--- config.mk ---
export PLATFORM = sky130hd
export DESIGN_NAME = axil_slave_mem
export DESIGN_NICKNAME = d
export VERILOG_FILES = /design/src/rtl/axil_slave_mem.sv
export SDC_FILE = /design/constraint.sdc
export NUM_CORES = 1
export LEC_CHECK = 0
export ABC_AREA = 1
export CAP_MARGIN = 10
export CORE_MARGIN = 4
export CORE_UTILIZATION = 60
export CTS_CLUSTER_DIAMETER = 80
export DETAILED_ROUTE_END_ITERATION = 6
export GPL_TIMING_DRIVEN = 0
export HOLD_SLACK_MARGIN = 0.08
export PLACE_DENSITY = 0.79
export SYNTH_ARGS = -nofsm -noshare
export SYNTH_HDL_FRONTEND = slang
export SYNTH_SLANG_ARGS = --single-unit
--- constraint.sdc ---
create_clock -name clk -period 3.9 [get_ports clk]
set_input_delay 0.78 -clock clk [delete_from_list [all_inputs] [get_ports clk]]
set_output_delay 0.78 -clock clk [all_outputs]
set_load 0.05 [all_outputs]
--- src/rtl/axil_slave_mem.sv ---
// AXI-lite slave backed by a byte-strobed word memory with independent write and read FSMs.
// Define AXIL_SLV_DECERR_EN to answer out-of-range accesses with DECERR instead of SLVERR.
module axil_slave_mem #(
  parameter int          DATA_W    = 32,
  parameter int          DEPTH     = 16,
  parameter logic [31:0] BASE_ADDR = 32'h0000_0000
) (
  input  logic                clk,
  input  logic                rst,
  input  logic [31:0]         S_AWADDR,
  input  logic                S_AWVALID,
  output logic                S_AWREADY,
  input  logic [DATA_W-1:0]   S_WDATA,
  input  logic [DATA_W/8-1:0] S_WSTRB,
  input  logic                S_WVALID,
  output logic                S_WREADY,
  output logic [1:0]          S_BRESP,
  output logic                S_BVALID,
  input  logic                S_BREADY,
  input  logic [31:0]         S_ARADDR,
  input  logic                S_ARVALID,
  output logic                S_ARREADY,
  output logic [DATA_W-1:0]   S_RDATA,
  output logic [1:0]          S_RRESP,
  output logic                S_RVALID,
  input  logic                S_RREADY
);

  localparam int STRB_W  = DATA_W / 8;
  localparam int BYTE_SH = $clog2(STRB_W);
  localparam int IDX_W   = $clog2(DEPTH);

  localparam logic [1:0] RESP_OKAY = 2'b00;
`ifdef AXIL_SLV_DECERR_EN
  localparam logic [1:0] RESP_ERR  = 2'b11;
`else
  localparam logic [1:0] RESP_ERR  = 2'b10;
`endif

  typedef enum logic {W_IDLE, W_RESP} w_state_t;
  typedef enum logic {R_IDLE, R_RESP} r_state_t;

  w_state_t w_state, w_state_nx;
  r_state_t r_state, r_state_nx;

  // Low while rst is held so READY stays deasserted without a comb path from rst.
  logic                active_q;
  logic                aw_held, w_held;
  logic [31:0]         aw_addr_q;
  logic [DATA_W-1:0]   w_data_q;
  logic [STRB_W-1:0]   w_strb_q;
  logic [DATA_W-1:0]   mem [DEPTH];

  logic                aw_fire, w_fire, ar_fire, commit;
  logic [31:0]         wr_addr;
  logic [DATA_W-1:0]   wr_data;
  logic [STRB_W-1:0]   wr_strb;

  function automatic logic in_range(input logic [31:0] addr);
    logic [31:0] off;
    off = addr - BASE_ADDR;
    return (addr >= BASE_ADDR) && ((off >> BYTE_SH) < 32'(DEPTH));
  endfunction

  function automatic logic [IDX_W-1:0] word_idx(input logic [31:0] addr);
    logic [31:0] off;
    off = addr - BASE_ADDR;
    return IDX_W'(off >> BYTE_SH);
  endfunction

  always_comb begin
    // NOTE: every output of this block gets a default first so no path can infer a latch.
    S_AWREADY  = 1'b0;
    S_WREADY   = 1'b0;
    S_BVALID   = 1'b0;
    aw_fire    = 1'b0;
    w_fire     = 1'b0;
    commit     = 1'b0;
    wr_addr    = aw_held ? aw_addr_q : S_AWADDR;
    wr_data    = w_held  ? w_data_q  : S_WDATA;
    wr_strb    = w_held  ? w_strb_q  : S_WSTRB;
    w_state_nx = w_state;
    case (w_state)
      W_IDLE: begin
        S_AWREADY = active_q && !aw_held;
        S_WREADY  = active_q && !w_held;
        aw_fire   = S_AWREADY && S_AWVALID;
        w_fire    = S_WREADY && S_WVALID;
        commit    = (aw_held || aw_fire) && (w_held || w_fire);
        if (commit) w_state_nx = W_RESP;
      end
      W_RESP: begin
        S_BVALID = 1'b1;
        if (S_BREADY) w_state_nx = W_IDLE;
      end
    endcase
  end

  always_comb begin
    S_ARREADY  = 1'b0;
    S_RVALID   = 1'b0;
    ar_fire    = 1'b0;
    r_state_nx = r_state;
    case (r_state)
      R_IDLE: begin
        S_ARREADY = active_q;
        ar_fire   = active_q && S_ARVALID;
        if (ar_fire) r_state_nx = R_RESP;
      end
      R_RESP: begin
        S_RVALID = 1'b1;
        if (S_RREADY) r_state_nx = R_IDLE;
      end
    endcase
  end

  always_ff @(posedge clk) begin
    if (rst) begin
      active_q  <= 1'b0;
      w_state   <= W_IDLE;
      aw_held   <= 1'b0;
      w_held    <= 1'b0;
      aw_addr_q <= '0;
      w_data_q  <= '0;
      w_strb_q  <= '0;
      S_BRESP   <= RESP_OKAY;
    end else begin
      active_q <= 1'b1;
      w_state  <= w_state_nx;
      if (aw_fire) begin
        aw_held   <= 1'b1;
        aw_addr_q <= S_AWADDR;
      end
      if (w_fire) begin
        w_held   <= 1'b1;
        w_data_q <= S_WDATA;
        w_strb_q <= S_WSTRB;
      end
      if (commit) S_BRESP <= in_range(wr_addr) ? RESP_OKAY : RESP_ERR;
      if (w_state == W_RESP && S_BREADY) begin
        aw_held <= 1'b0;
        w_held  <= 1'b0;
      end
    end
  end

  // NOTE: the memory is cleared on reset because bring-up software relies on a zeroed store.
  always_ff @(posedge clk) begin
    if (rst) begin
      for (int i = 0; i < DEPTH; i++) mem[i] <= '0;
    end else if (commit && in_range(wr_addr)) begin
      for (int b = 0; b < STRB_W; b++) begin
        if (wr_strb[b]) mem[word_idx(wr_addr)][8*b +: 8] <= wr_data[8*b +: 8];
      end
    end
  end

  // Read data is sampled with the old memory contents, so a same-edge write is not seen.
  always_ff @(posedge clk) begin
    if (rst) begin
      r_state <= R_IDLE;
      S_RDATA <= '0;
      S_RRESP <= RESP_OKAY;
    end else begin
      r_state <= r_state_nx;
      if (ar_fire) begin
        S_RDATA <= in_range(S_ARADDR) ? mem[word_idx(S_ARADDR)] : '0;
        S_RRESP <= in_range(S_ARADDR) ? RESP_OKAY : RESP_ERR;
      end
    end
  end

endmodule

==> qor.csv <==
stage;metric;value;unit
power_and_ir_drop;Sequential Power Share;50.3;%
routing;DR pass1 iterations;6;
finish;Inserted Diodes;0;
global_route;first-pass GRT wire length;123000;microns
critical_path;Crit. End Element;primary output;
sta;highest clock rate;307;MHz
placed_design;Detail Placement HPWL;61000;microns
routing;post-route DRC violation count;0;
power_and_ir_drop;pwr dens;453;mW/mm^2
sta;final period utilization;83.6;%
synth;top post-synthesis cells by count;656 x nand2_1, 626 x nor2_1, 512 x edfxtp_1;
floorplanning;Initial Util;61.0;%
power_and_ir_drop;Pleak;12.3;nW
synth;area leader, netlist;edfxtp_1;
clock_network;Worst-Skew Late Latency;640;ps
critical_path;Critical Setup Path Class;register to primary output;
clock_network;# clock sinks;617;
synth;EDFF count, synth;512;
sta;final setup violation count;0;
global_route;largest net degree at the start of global routing;16;
floorplanning;Die Ht;226;microns
synth;#FFs+latches synth;617;
routing;DRT iter0 DRCs;3133;
power_and_ir_drop;Power Total;14.8;mW
placed_design;placer's final routability congestion estimate;0.969;
routing;Avg Vias per Cell;6.06;
synth;Synth top area share;53.9;%
clock_network;CTS tree;done;
synth;Syn Std Cell Area;0.0285;sq mm
finish;design area;0.0326;sq mm
sta;Hold Fails Final Rpt;0;
sta;Final Skew;24.8;ps
finish;final net count;3219;
power_and_ir_drop;Switching Power;3.75;mW
clock_network;Post-CTS Hold Fix Bufs;0;
critical_path;R2R Setup Slk;1010;ps
synth;Synthesis Warnings;0;
sta;worst slew pin tran;1160;ps
power_and_ir_drop;worst vdd ir;0.000334;V
clock_network;Root Driver;clkbuf_16;
critical_path;startpoint types;register;
critical_path;Reg2Reg Capture Point;mem[14][4];
run;MaxCap Viol Count;0;
hold_path;hold path depth;2;
sta;crit path time final;3260;ps
power_and_ir_drop;combinational power share;10.5;%
synth;main flop type after synthesis;edfxtp_1;
clock_network;post-cts sizing count;0;
floorplanning;row count;79;
global_route;initial antenna violation count;1;
synth;sequential share of the synthesized area;61.3;%
critical_path;Worst EP arrival;2480;ps
status;status;finished, final reports clean;
routing;final WL;81400;microns
global_route;global-route usage over all layers;31.6;%
routing;Detail Route Antenna Nets;0;
sta;setup TNS;0;ps
synth;Gate Count Post-Synth;2910;
synth;async set-reset flop share out of synthesis;0;%
clock_network;CTS buffer count;61;
global_route;vias in the first global route;21760;
floorplanning;core area;0.0468;sq mm
hold_path;Hold WC Path Type;register to register;
routing;WL per Instance;21.6;microns
clock_network;CTS clock-pin slew for the worst setup and hold paths;60;ps
critical_path;CP required;3120;ps
clock_network;CTS H-tree lvls;2;
synth;Avg Cell Area, Syn;9.80;sq um
sta;Slew Viols, Final;0;
global_route;GRT overflow;0;
power_and_ir_drop;Clk pwr share;39.2;%
finish;fin util;69.8;%
routing;vias;22833;
critical_path;worst-path maximum fanout;3;
power_and_ir_drop;internal power;11.0;mW
clock_network;Max Root-Sink Buffers;3;
synth;Synth cell types;35;
finish;share of cells above drive strength 1;8.06;%
critical_path;worst r2r src;w_held;
synth;count leader, synth;nand2_1;
power_and_ir_drop;Sw Share;25.4;%
finish;Area Overhead vs Synth;14.4;%
sta;RSZ-0062 raised after global routing;no;
floorplanning;I/O pins;148;
placed_design;Port Buffers;138;
floorplanning;Chip Width;226;microns
critical_path;reg2reg path depth;5;
placed_design;placed cell area;0.0307;sq mm
synth;top cells by area, synth;edfxtp_1 54%, nand2_1 8.6%, nand3_1 8.5%, nor2_1 8.2%, dfxtp_1 7.4%;
floorplanning;Total Die Area;0.0511;sq mm
hold_path;Hold Crit Start;aw_addr_q[8];
sta;normalized max-slew margin;20.2;%
hold_path;hold-critical path endpoint;aw_addr_q[8];
clock_network;post-CTS setup buffer count;0;
==> sequential cells by signal (all words and copies together), names as in the netlist <==
name / cells
S_BRESP: 1
S_RDATA: 32
S_RRESP: 1
active_q: 1
aw_addr_q: 30
aw_held: 1
mem: 512
r_state: 1
w_data_q: 32
w_held: 1
w_state: 1
w_strb_q: 4
==> power by group through the flow <==
stage	Combinational (mW)	Clock, mW	Sequential [mW]
floorplan	0.917	0	7.56
global placement	1.44	0	7.56
detailed placement	1.49	0	7.57
CTS	1.50	5.75	7.43
global route	1.65	6.06	7.45
finish	1.55	5.79	7.43
==> placed cells by master (no fill, tap or decap), drive strengths merged <==
cell | synthesis | routed
dfxtp | 105 | 105
o21ai | 73 | 73
inv | 39 | 40
or2 | 8 | 8
clkinv | 0 | 24
buf | 42 | 42
nand3b | 1 | 1
nand2 | 663 | 663
clkbuf | 155 | 236
conb | 1 | 2
nor3 | 4 | 4
nand4 | 64 | 64
clkdlybuf4s50 | 0 | 138
nand3 | 484 | 484
bufinv | 0 | 3
a21boi | 1 | 1
a21oi | 50 | 50
nor2 | 675 | 675
edfxtp | 512 | 512
and3 | 1 | 1
clkinvlp | 0 | 5
mux2i | 32 | 32
==> worst max-delay path, cell delays in order, from the launching register on <==
cell and delay, ps:
dfxtp_1 380, inv_1 220, nor3_1 370, clkdlybuf4s50_1 880
==> how the worst max path moves through the flow <==
stage | from | to | slack (ps) | cells after the start
floorplan | w_state | w_data_q[10] | 1070 | 6
global placement | S_ARADDR[3] | S_RDATA[31] | 240 | 8
detailed placement | rst | mem[11][5] | 210 | 5
CTS | active_q | S_WREADY | 710 | 3
global route | active_q | S_WREADY | 540 | 3
finish | active_q | S_WREADY | 640 | 3
==> cell type report <==
type,count,area [sq um]
Buffer,197,875
Clock buffer,81,1720
Clock inverter,33,246
Fill cell,3354,14100
Inverter,39,149
Multi-Input combinational cell,2058,10000
Sequential cell,617,17500
Tap cell,607,759
Timing Repair Buffer,138,1380
==> through the flow <==
stage          hold WS (ps)  setup WS (ps)  std cells
6_report                451            638       3770
5_1_grt                 480            545       3770
4_1_cts                 452            710       3770
3_5_place_dp            442            209       3656
3_3_place_gp            438            240       3656
2_1_floorplan           429           1070       2911
==> per-layer routing <==
metal | vias up | wire length [microns] | GRT usage [%]
met2 | 1543 | 38600 | 52.2
met4 | 2 | 3690 | 12.5
met3 | 246 | 9950 | 7.92
met5 | - | 13 | 0
met1 | 10731 | 29200 | 40.5
li1 | 10311 | - | -
==> logic make-up after synthesis <==
logic type,after synthesis,synth area share [%]
AOI/OAI and AO/OA,124,2.25
buffers and inverters,236,3.59
DFF,617,61.3
muxes,32,1.12
other,1,0.0132
and+or+nand+nor,1900,31.7
(Power assumes the default switching activity.)
==> variant: new RTL, config.mk and constraints unchanged <==
Build with the macro `AXIL_SLV_DECERR_EN` defined.
--- a/src/rtl/axil_slave_mem.sv
+++ b/src/rtl/axil_slave_mem.sv
@@ -1,4 +1,6 @@
 // AXI-lite slave backed by a byte-strobed word memory with independent write and read FSMs.
 // Define AXIL_SLV_DECERR_EN to answer out-of-range accesses with DECERR instead of SLVERR.
+`define AXIL_SLV_DECERR_EN
+
 module axil_slave_mem #(
   parameter int          DATA_W    = 32,
Function: not settled (the Yosys comparison gave no result); the edit may change what the design does.
==> variant against the original RTL <==
- design area decreased by 0.18%
- global-route usage decreased by 0.16 points
- sequential cell count unchanged
- critical path type is now reg -> reg
- clock power about the same
- power increased by 0.10%
- setup slack got worse by 35 ps
- clock skew increased by 0.52 ps
- routed wire length decreased by 0.71%
- area after synthesis decreased by 0.21%
- critical endpoint is now S_RDATA[22]$_SDFFE_PP0P_
- sequential share of layout area increased by 0.095 points
- largest cell class unchanged
==> variant: results <==
export IMPL_timing_rr_end="S_RDATA[22]$_SDFFE_PP0P_"
export IMPL_drive_above_1_share_pct=7.09
export IMPL_netlist_top_cells_count="nor2_1 (666), nand2_1 (657), edfxtp_1 (512)"
export IMPL_wl_per_cell_um=21.5
export IMPL_avgSynthCellArea_um2=9.80
export IMPL_m1WireLength_mm=29.7
export IMPL_status="completed"
export IMPL_drt_pass1_iter_count=6
export IMPL_hold_ws_ps=462
export IMPL_slew_headroom_pct=17.0
export IMPL_worst_clock_skew_ps=25.3
export IMPL_post_place_ws_ps=240
export IMPL_cp_arrival_ps=3860
export IMPL_synthMuxAreaShare_pct=1.13
export IMPL_holdCritStartpoint="aw_addr_q[31]$_SDFFE_PP0P_"
export IMPL_postCtsResizedCells=0
export IMPL_ir_drop_uv=343
export IMPL_dr_wl_met3_mm=10.1
export IMPL_yosysUniqueCellTypes=32
export IMPL_final_fill_count=3376
export IMPL_vias=22600
export IMPL_crit_type="reg -> reg"
export IMPL_hold_path_end="aw_addr_q[31]$_SDFFE_PP0P_"
export IMPL_grt_use_met2_pct=51.8
export IMPL_ys_seq_area_share_pct=61.4
export IMPL_synthTopCellsByArea="edfxtp_1 (54%), nor2_1 (8.8%), nand2_1 (8.7%), nand3_1 (8.5%), dfxtp_1 (7.4%)"
export IMPL_layout_nets=3214
export IMPL_synth_async_reset_ratio_pct=0
export IMPL_reg2reg_depth=9
export IMPL_placed_area_um2=30600
export IMPL_grt_pass1_vias=21500
export IMPL_gp_congestion=0.995
export IMPL_grt_pass1_wl_mm=123
export IMPL_fin_ws_ps=603
export IMPL_grt_use_met3_pct=6.80
export IMPL_clockBufferDepth=3
export IMPL_final_cells=3765
export IMPL_critical_path_max_fanout=10
export IMPL_swShare_pct=25.2
export IMPL_p_leak_nw=12.3
export IMPL_grt_use_met1_pct=41.7
export IMPL_synth_compound_area_share_pct=2.12
export IMPL_pg_clk_w=0.00580
export IMPL_grt_usage_pct=31.4
export IMPL_wl_met2_mm=38.1
export IMPL_dominantRegCellSynth="edfxtp_1"
export IMPL_antenna_found_initial=2
export IMPL_dp_cells=3651
## variant: changes by cell type in the layout (fill, tap and decap cells not counted), sizes merged, moves of 2 or more
cell / change
buf: +5
a21oi: -8
clkinv: +4
bufinv: +2
clkinvlp: -4
clkdlybuf4s50: +2
clkbuf: -7
or2: +2
nand2: -4
conb: -2
nor2: +17
inv: -12
## variant: final cells by class
class / instances / area, um2 / area share [%]
flip-flops and latches: 617 / 17500 / 53.7
multi-input cells: 2063 / 10000 / 30.7
clock buffers: 80 / 1670 / 5.13
repair buffers: 140 / 1400 / 4.30
plain buffers: 196 / 871 / 2.67
well taps: 607 / 759 / 2.33
clock inverters: 34 / 285 / 0.876
inverters: 28 / 105 / 0.323
## variant: worst max-delay path: stages, from the launching register on
cell	delay [ps]
dfxtp_1	380
inv_1	200
nor2_1	250
nand2_1	470
nor2_1	250
nand4_1	110
nor2_1	790
buf_2	410
nand3_1	200
a21oi_1	150
